===== config.mk =====
export PLATFORM = sky130hd
export DESIGN_NAME = dmem_port_arbiter
export DESIGN_NICKNAME = d
export VERILOG_FILES = /design/src/rtl/dmem_port_arbiter.sv
export SDC_FILE = /design/constraint.sdc
export NUM_CORES = 1
export LEC_CHECK = 0
export CORE_AREA = 2 2 158 160
export DETAILED_ROUTE_END_ITERATION = 7
export DIE_AREA = 0 0 160 162
export RECOVER_POWER = 50
export SLEW_MARGIN = 20
export SYNTH_ARGS = -nofsm -noshare
export SYNTH_HDL_FRONTEND = slang
export SYNTH_SLANG_ARGS = --single-unit

===== constraint.sdc =====
create_clock -name clk -period 2.5 [get_ports clk]
set_clock_uncertainty 0.2 [all_clocks]
set_input_delay 0.25 -clock clk [delete_from_list [all_inputs] [get_ports clk]]
set_output_delay 0.25 -clock clk [all_outputs]
set_load 0.01 [all_outputs]

===== src/rtl/dmem_port_arbiter.sv =====
// Shares one data_memory port between the CPU (priority) and a DMA/debug loader (starvation-protected, lockable bursts).
// Zero-latency combinational grant and read data; the loser holds req. Statistics counters are built only when DMEM_ARB_STATS_EN is defined.
package dmem_arb_pkg;
  typedef logic [2:0] mem_op_t;
endpackage

module dmem_port_arbiter
  import dmem_arb_pkg::*;
#(
  parameter int STARVE_LIMIT = 8,
  parameter int MAX_BURST    = 16,
  parameter int CNT_W        = 32
) (
  input  logic             clk,
  input  logic             reset,
  input  logic             cpu_req,
  input  logic             cpu_wr_en,
  input  mem_op_t          cpu_mem_op,
  input  logic [31:0]      cpu_addr,
  input  logic [31:0]      cpu_wdata,
  output logic             cpu_gnt,
  output logic [31:0]      cpu_rdata,
  output logic             cpu_stall,
  input  logic             dma_req,
  input  logic             dma_lock,
  input  logic             dma_wr_en,
  input  mem_op_t          dma_mem_op,
  input  logic [31:0]      dma_addr,
  input  logic [31:0]      dma_wdata,
  output logic             dma_gnt,
  output logic [31:0]      dma_rdata,
  output logic             mem_wr_en,
  output mem_op_t          mem_op,
  output logic [31:0]      mem_addr,
  output logic [31:0]      mem_data_in,
  input  logic [31:0]      mem_data_out,
  output logic [CNT_W-1:0] cpu_xfer_cnt,
  output logic [CNT_W-1:0] dma_xfer_cnt,
  output logic [CNT_W-1:0] cpu_stall_cnt
);

  // starve_cnt may overshoot the limit by one after a COOLDOWN or unlocked-LOCKED denial.
  localparam int SW = $clog2(STARVE_LIMIT + 2);
  localparam int BW = $clog2(MAX_BURST + 1);

  typedef enum logic [1:0] {
    ST_NORMAL,
    ST_FORCE,
    ST_LOCKED,
    ST_COOL
  } state_t;

  state_t        state, state_nxt;
  logic [SW-1:0] starve_cnt, starve_nxt;
  logic [BW-1:0] burst_cnt, burst_nxt;
  logic          normal_arb;

  always_ff @(posedge clk) begin
    if (reset) begin
      state      <= ST_NORMAL;
      starve_cnt <= '0;
      burst_cnt  <= '0;
    end else begin
      state      <= state_nxt;
      starve_cnt <= starve_nxt;
      burst_cnt  <= burst_nxt;
    end
  end

  assign normal_arb = (state == ST_NORMAL) || ((state == ST_LOCKED) && !dma_lock);

  always_comb begin
    cpu_gnt    = 1'b0;
    dma_gnt    = 1'b0;
    state_nxt  = state;
    starve_nxt = starve_cnt;
    burst_nxt  = burst_cnt;
    if (!reset) begin
      if (normal_arb) begin
        cpu_gnt = cpu_req;
        dma_gnt = dma_req && !cpu_req;
      end else if (state == ST_COOL) begin
        cpu_gnt = cpu_req;
      end else begin
        dma_gnt = dma_req;
      end

      if (dma_gnt || !dma_req) starve_nxt = '0;
      else                     starve_nxt = starve_cnt + SW'(1);

      case (state)
        ST_NORMAL, ST_FORCE: begin
          if (dma_gnt && dma_lock) begin
            // The opening beat of a burst already counts toward MAX_BURST.
            if (MAX_BURST == 1) begin
              state_nxt = ST_COOL;
              burst_nxt = '0;
            end else begin
              state_nxt = ST_LOCKED;
              burst_nxt = BW'(1);
            end
          end else if ((state == ST_NORMAL) && !dma_gnt && dma_req &&
                       (starve_nxt >= SW'(STARVE_LIMIT))) begin
            state_nxt = ST_FORCE;
          end else begin
            state_nxt = ST_NORMAL;
          end
        end
        ST_LOCKED: begin
          if (!dma_lock) begin
            state_nxt = ST_NORMAL;
            burst_nxt = '0;
          end else if (dma_gnt) begin
            if (burst_cnt + BW'(1) >= BW'(MAX_BURST)) begin
              state_nxt = ST_COOL;
              burst_nxt = '0;
            end else begin
              burst_nxt = burst_cnt + BW'(1);
            end
          end
        end
        default: begin
          state_nxt = ST_NORMAL;
          burst_nxt = '0;
        end
      endcase
    end
  end

  assign mem_addr    = dma_gnt ? dma_addr   : cpu_addr;
  assign mem_op      = dma_gnt ? dma_mem_op : cpu_mem_op;
  assign mem_data_in = dma_gnt ? dma_wdata  : cpu_wdata;
  assign mem_wr_en   = (dma_gnt ? dma_wr_en : cpu_wr_en) && (cpu_gnt || dma_gnt);
  assign cpu_rdata   = mem_data_out;
  assign dma_rdata   = mem_data_out;
  assign cpu_stall   = cpu_req && !cpu_gnt;

`ifdef DMEM_ARB_STATS_EN
  always_ff @(posedge clk) begin
    if (reset) begin
      cpu_xfer_cnt  <= '0;
      dma_xfer_cnt  <= '0;
      cpu_stall_cnt <= '0;
    end else begin
      if (cpu_req && cpu_gnt && !(&cpu_xfer_cnt)) cpu_xfer_cnt <= cpu_xfer_cnt + CNT_W'(1);
      if (dma_req && dma_gnt && !(&dma_xfer_cnt)) dma_xfer_cnt <= dma_xfer_cnt + CNT_W'(1);
      if (cpu_stall && !(&cpu_stall_cnt))         cpu_stall_cnt <= cpu_stall_cnt + CNT_W'(1);
    end
  end
`else
  assign cpu_xfer_cnt  = '0;
  assign dma_xfer_cnt  = '0;
  assign cpu_stall_cnt = '0;
`endif

endmodule

== Word-level counts from Yosys, hierarchy flattened ==
Index checks and enable logic that the tools add are counted.

* $add $sub $neg: 2
* $mul: 0
* Divide/modulo/power cells: 0
* Order comparisons: 2
* Equality and inequality tests: 6
* Shifts and indexed selects: 0
* Multiplexer cells: 24
* Bitwise logic cells: 0
* Reduce and logical (&&, ||, !) cells: 20

{| class="wikitable"
|+ Operators by type and width
! operator !! count
|-
| 32-bit two-way mux || 2
|-
| 5-bit two-way mux || 4
|-
| 5-bit case mux with 2 select lines || 1
|-
| 1-bit two-way mux || 9
|-
| 1-bit logical AND || 8
|-
| 2-bit two-way mux || 4
|-
| 4-bit two-way mux || 2
|-
| 3-bit by 2-bit != test with 1-bit output (second input constant) || 2
|-
| 5-bit by 1-bit adder with 5-bit output (second input constant) || 1
|-
| 5-bit greater-or-equal comparator (second input constant) || 1
|-
| 1-bit zero test || 5
|-
| 4-bit by 1-bit adder with 4-bit output (second input constant) || 1
|-
| 2-bit == test (second input constant) || 2
|-
| 4-bit greater-or-equal comparator (second input constant) || 1
|-
| 2-bit case mux with 2 select lines || 1
|-
| 2-bit AND reduction || 2
|-
| 1-bit logical OR || 3
|-
| 3-bit two-way mux || 1
|-
| 2-bit by 1-bit == test with 1-bit output (second input constant) || 1
|-
| 2-bit zero test || 1
|-
| 2-bit != test (second input constant) || 1
|-
| 2-bit OR reduction || 1
|}

* Flip-flop bits (word level): 11
* Bits in latches: 0
* Bits in writable memories: 0
* Bits in read-only memories: 0
* Input bits: 173
* Output and inout bits: 231
* Word-level logic and storage cells: 57
* Memories: 0

== Longest topological paths before layout ==
* Depth in word-level cells: 13
* Gate-level depth with buffers: 8
* Mapped depth without buffers: 5

== Least setup slack after synthesis ==
No wires, ideal clock.

* Path kind: reg-to-output
* Start point: register state[1]
* End point: output mem_data_in[13]
* Data arrival time: 1.497 ns
* Required time: 2.050 ns
* Slack: 0.553 ns
* Cell stages (with the launch flop): 9
* Path buffers: 4
* Cell sequence: dfxtp_1 > buf_6 > nand2b_2 > o21ai_2 > and2_4 > buf_6 > buf_6 > buf_6 > mux2_4

* Cells in the longest elaborated chain, start to end: 7
* Elaborated cells between the ends (all ways): 10
* Those cells by class: 2 x eq/ne; 5 x mux; 3 x reduce/logical

{| class="wikitable"
|+ Ends and longest elaborated chain
! what !! RTL line !! RTL
|-
| start: declaration || 53 || <nowiki>state_t state, state_nxt;</nowiki>
|-
| start signal: assignment || 64 || <nowiki>state <= state_nxt;</nowiki>
|-
| 2-bit == test || 70 || <nowiki>assign normal_arb = (state == ST_NORMAL) || ((state == ST_LOCKED) && !dma_lock);</nowiki>
|-
| 1-bit logical AND || 70 ||
|-
| 1-bit logical OR || 70 ||
|-
| 1-bit two-way mux * || 79 || <nowiki>if (normal_arb) begin</nowiki>
|-
| 1-bit two-way mux * (2 in a row) || 78 || <nowiki>if (!reset) begin</nowiki>
|-
| 32-bit two-way mux * || 132 || <nowiki>assign mem_data_in = dma_gnt ? dma_wdata : cpu_wdata;</nowiki>
|-
| end: declaration || 35 || <nowiki>output logic [31:0] mem_data_in,</nowiki>
|}

Mark *: on every way between the ends. The rest lies on a longest branch, timed or not. The select of a mux whose other input is x is not followed.

== Worst setup path in the final report ==
* Start point: register state[1]
* End point: output mem_data_in[0]

Same word-level chain as after synthesis.

==> flow_summary.toml <==
[drt]
drc = 0
top_layer = "met4"
wl_met3_um = 1565
dr_total_vias = 2366
routedWlPerCell_um = 15.21
drtIter0Drc = 52
drt-met1-wl_um = 5179
ant_nets = 0
drt-vias-per-instance = 2.987
dr_wl_met2_um = 5298
wl_um = 12050
dr.pass1.iters = 4

[setup_path]
crit_required_ns = 2.05
crit_arrival_ns = 1.95
critPathLaunchType = "flop"
reg2reg_setup_slack_ns = 0.50
end_kind = "primary output"
critPathMaxFanout = 8
timing.rr.end = "burst_cnt[0]"
critPathKind = "flop to primary output"
rr_worst_depth = 6
timing.rr.start = "state[1]"

[yosys]
synthCells = 303
yosys.area_share.simple_pct = 6.901
synthTopCellsByArea = "buf_4 46%, mux2_2 25%, dfxtp_1 8.3%"
synth_top_area_share_pct = 46.48
synth_warnings = 0
synth_seq_cells = 11
synth_cell_types = 34
synth-edff-count = 0
synth_area_um2 = 2665
synthArstFlopShare_pct = 0
synth_ff_type = "dfxtp_1"
synth-adder-area-share_pct = 0.9390
synth_mux_area_share_pct = 30.14
yosys.area.top_type = "buf_4"
synth_xor_xnor_area_share_pct = 0.6573
synth_compound_area_share_pct = 4.648
synth_top_family_by_area = "buffers and inverters"
seq_area_frac_synth_pct = 8.263
yosys-top-cells-count = "165 x buf_4, 58 x mux2_2, 11 x dfxtp_1"
synth.most_common_cell = "buf_4"
avgSynthCellArea_um2 = 8.796

[timing]
rsz0062_at_grt = "no"
min_period_over_period_pct = 95.93
final_max_slew_viol_count = 0
setup_viol = 0
worst_hold_slack_ns = 0.2108
fin_crit_ns = 2.398
hold_violations = 0
finalSetupTns_ns = 0
timing.fmax_mhz = 417.0

[final_layout]
nets = 643
synthToLayoutAreaGrowth_pct = 71.83
drive_gt1_share_pct = 32.12

[status]
status = "finished clean"

[flow_run]
drv_cap = 0

[global_routing]
grt_pass1_wl_um = 16300
grt_max_degree = 11
grt_usage_pct = 8.456
antenna_found_initial = 2
grt.overflow.total = 0
grt_pass1_vias = 2271

[hold_path]
whs_endpoint = "state[0]"
hp-start = "reset"
hold_path.class = "input pin to flop"
hold_depth = 3

[cts]
clock-sinks = 11
root_buffer = "clkbuf_16"
cts_tree = "built"
h-tree-depth = 1
clockBufferDepth = 2
clock_latency_ns = 0.24
clkTransAtPathRegs_ns = 0.04
cts_buffers = 3

[floorplan]
pin_count = 404
num_rows = 57
die_area_um2 = 25920
core_um2 = 24110
initial_core_util_pct = 11.06
fp.dieW_um = 160
die_h_um = 162

[place]
io_buffers = 211
gp_congestion = 0.7557
hpwl_um = 9241

[power_and_ir_drop]
vdd_drop_max_mv = 0.4808
powerDensity_nw_per_um2 = 253.3
cellLeakagePower_nw = 1.920
[cell usage in the layout, fill, tap and decap left out, drive strengths merged, types with 2 or more instances in the layout]
master and n:
a21o 2, a21oi 6, buf 57, clkbuf 6
clkdlybuf4s15 28, clkdlybuf4s50 139, conb 96, dfxtp 11
dlygate4sd2 5, dlymetal6s2s 2, ha 2, mux2 68
nand2 2, nand2b 6, nand3 3, nand4 4
nor2 6, nor2b 3, nor3b 2, o21ai 3
[stage by stage]
step,std cells,utilization (%),power [mW],cell area (um^2),setup slack (ns)
final,792,19.00,1.160,4579,0.1019
after global routing,791,18.99,1.221,4577,0.01535
after CTS,791,19.03,1.172,4587,-0.01627
after detailed placement,773,18.04,0.8692,4348,-0.3115
after global placement,773,18.04,0.8708,4348,-0.3166
after floorplan,398,-,0.6574,3022,0.5531
[per-layer routing]
layer	vias up	GRT usage, %
met5	-	0
met4	0	0.4095
met3	2	4.494
met2	199	13.09
met1	1071	10.94
li1	1094	-
[where the power goes]
group | switching, mW | leakage [nW] | internal, mW
Combinational | 0.278 | 1.79 | 0.413
Sequential | 0.00251 | 0.0890 | 0.179
Clock | 0.0744 | 0.0382 | 0.214
Total | 0.355 | 1.92 | 0.805
[worst max-delay path by stage]
stage / from / endpoint / slack, ns / cells past startpoint
floorplan: state[1] / mem_data_in[13] / 0.55 / 8
global placement: dma_req / mem_data_in[1] / -0.32 / 6
detailed placement: dma_req / mem_data_in[1] / -0.31 / 6
CTS: dma_req / mem_data_in[23] / -0.02 / 7
global route: state[1] / mem_data_in[0] / 0.02 / 7
finish: state[1] / mem_data_in[0] / 0.10 / 7
[worst max-delay path, stage by stage (launching register included)]
cell	delay [ns]
dfxtp_1	0.36
a21boi_2	0.07
o21ai_2	0.12
and2_4	0.20
buf_12	0.13
bufbuf_16	0.28
mux2_2	0.33
clkdlybuf4s15_2	0.23
[timing repair]
action,4_1_cts,5_1_grt
pin swaps,1,1
endpoints found under the setup margin,68,9
hold buffers,0,0
buffers inserted,8,0
resized for setup,240,5
gates cloned,6,0
[cells by family (layout without fill, tap and decap cells)]
family | after synthesis | after routing
DFF | 11 | 11
adders and majority gates | 2 | 2
other | 1 | 97
buffers and inverters | 170 | 239
and+or+nand+nor | 31 | 31
muxes | 68 | 68
xor gates and xnor gates | 2 | 2
AOI/OAI and AO/OA | 18 | 18
[area by class of cell]
cell class | instances | area (um^2)
fillers | 2724 | 19530
repair buffers | 234 | 2320
multi-input cells | 217 | 1549
well taps | 324 | 405.4
flip-flops and latches | 11 | 220.2
clock buffers | 4 | 78.83
inverters | 1 | 3.754
diodes | 1 | 2.502
[registers in the layout (all words and copies together), names as in the netlist]
signal,count
burst_cnt,5
starve_cnt,4
state,2
Power figures use the tool's default switching activity.
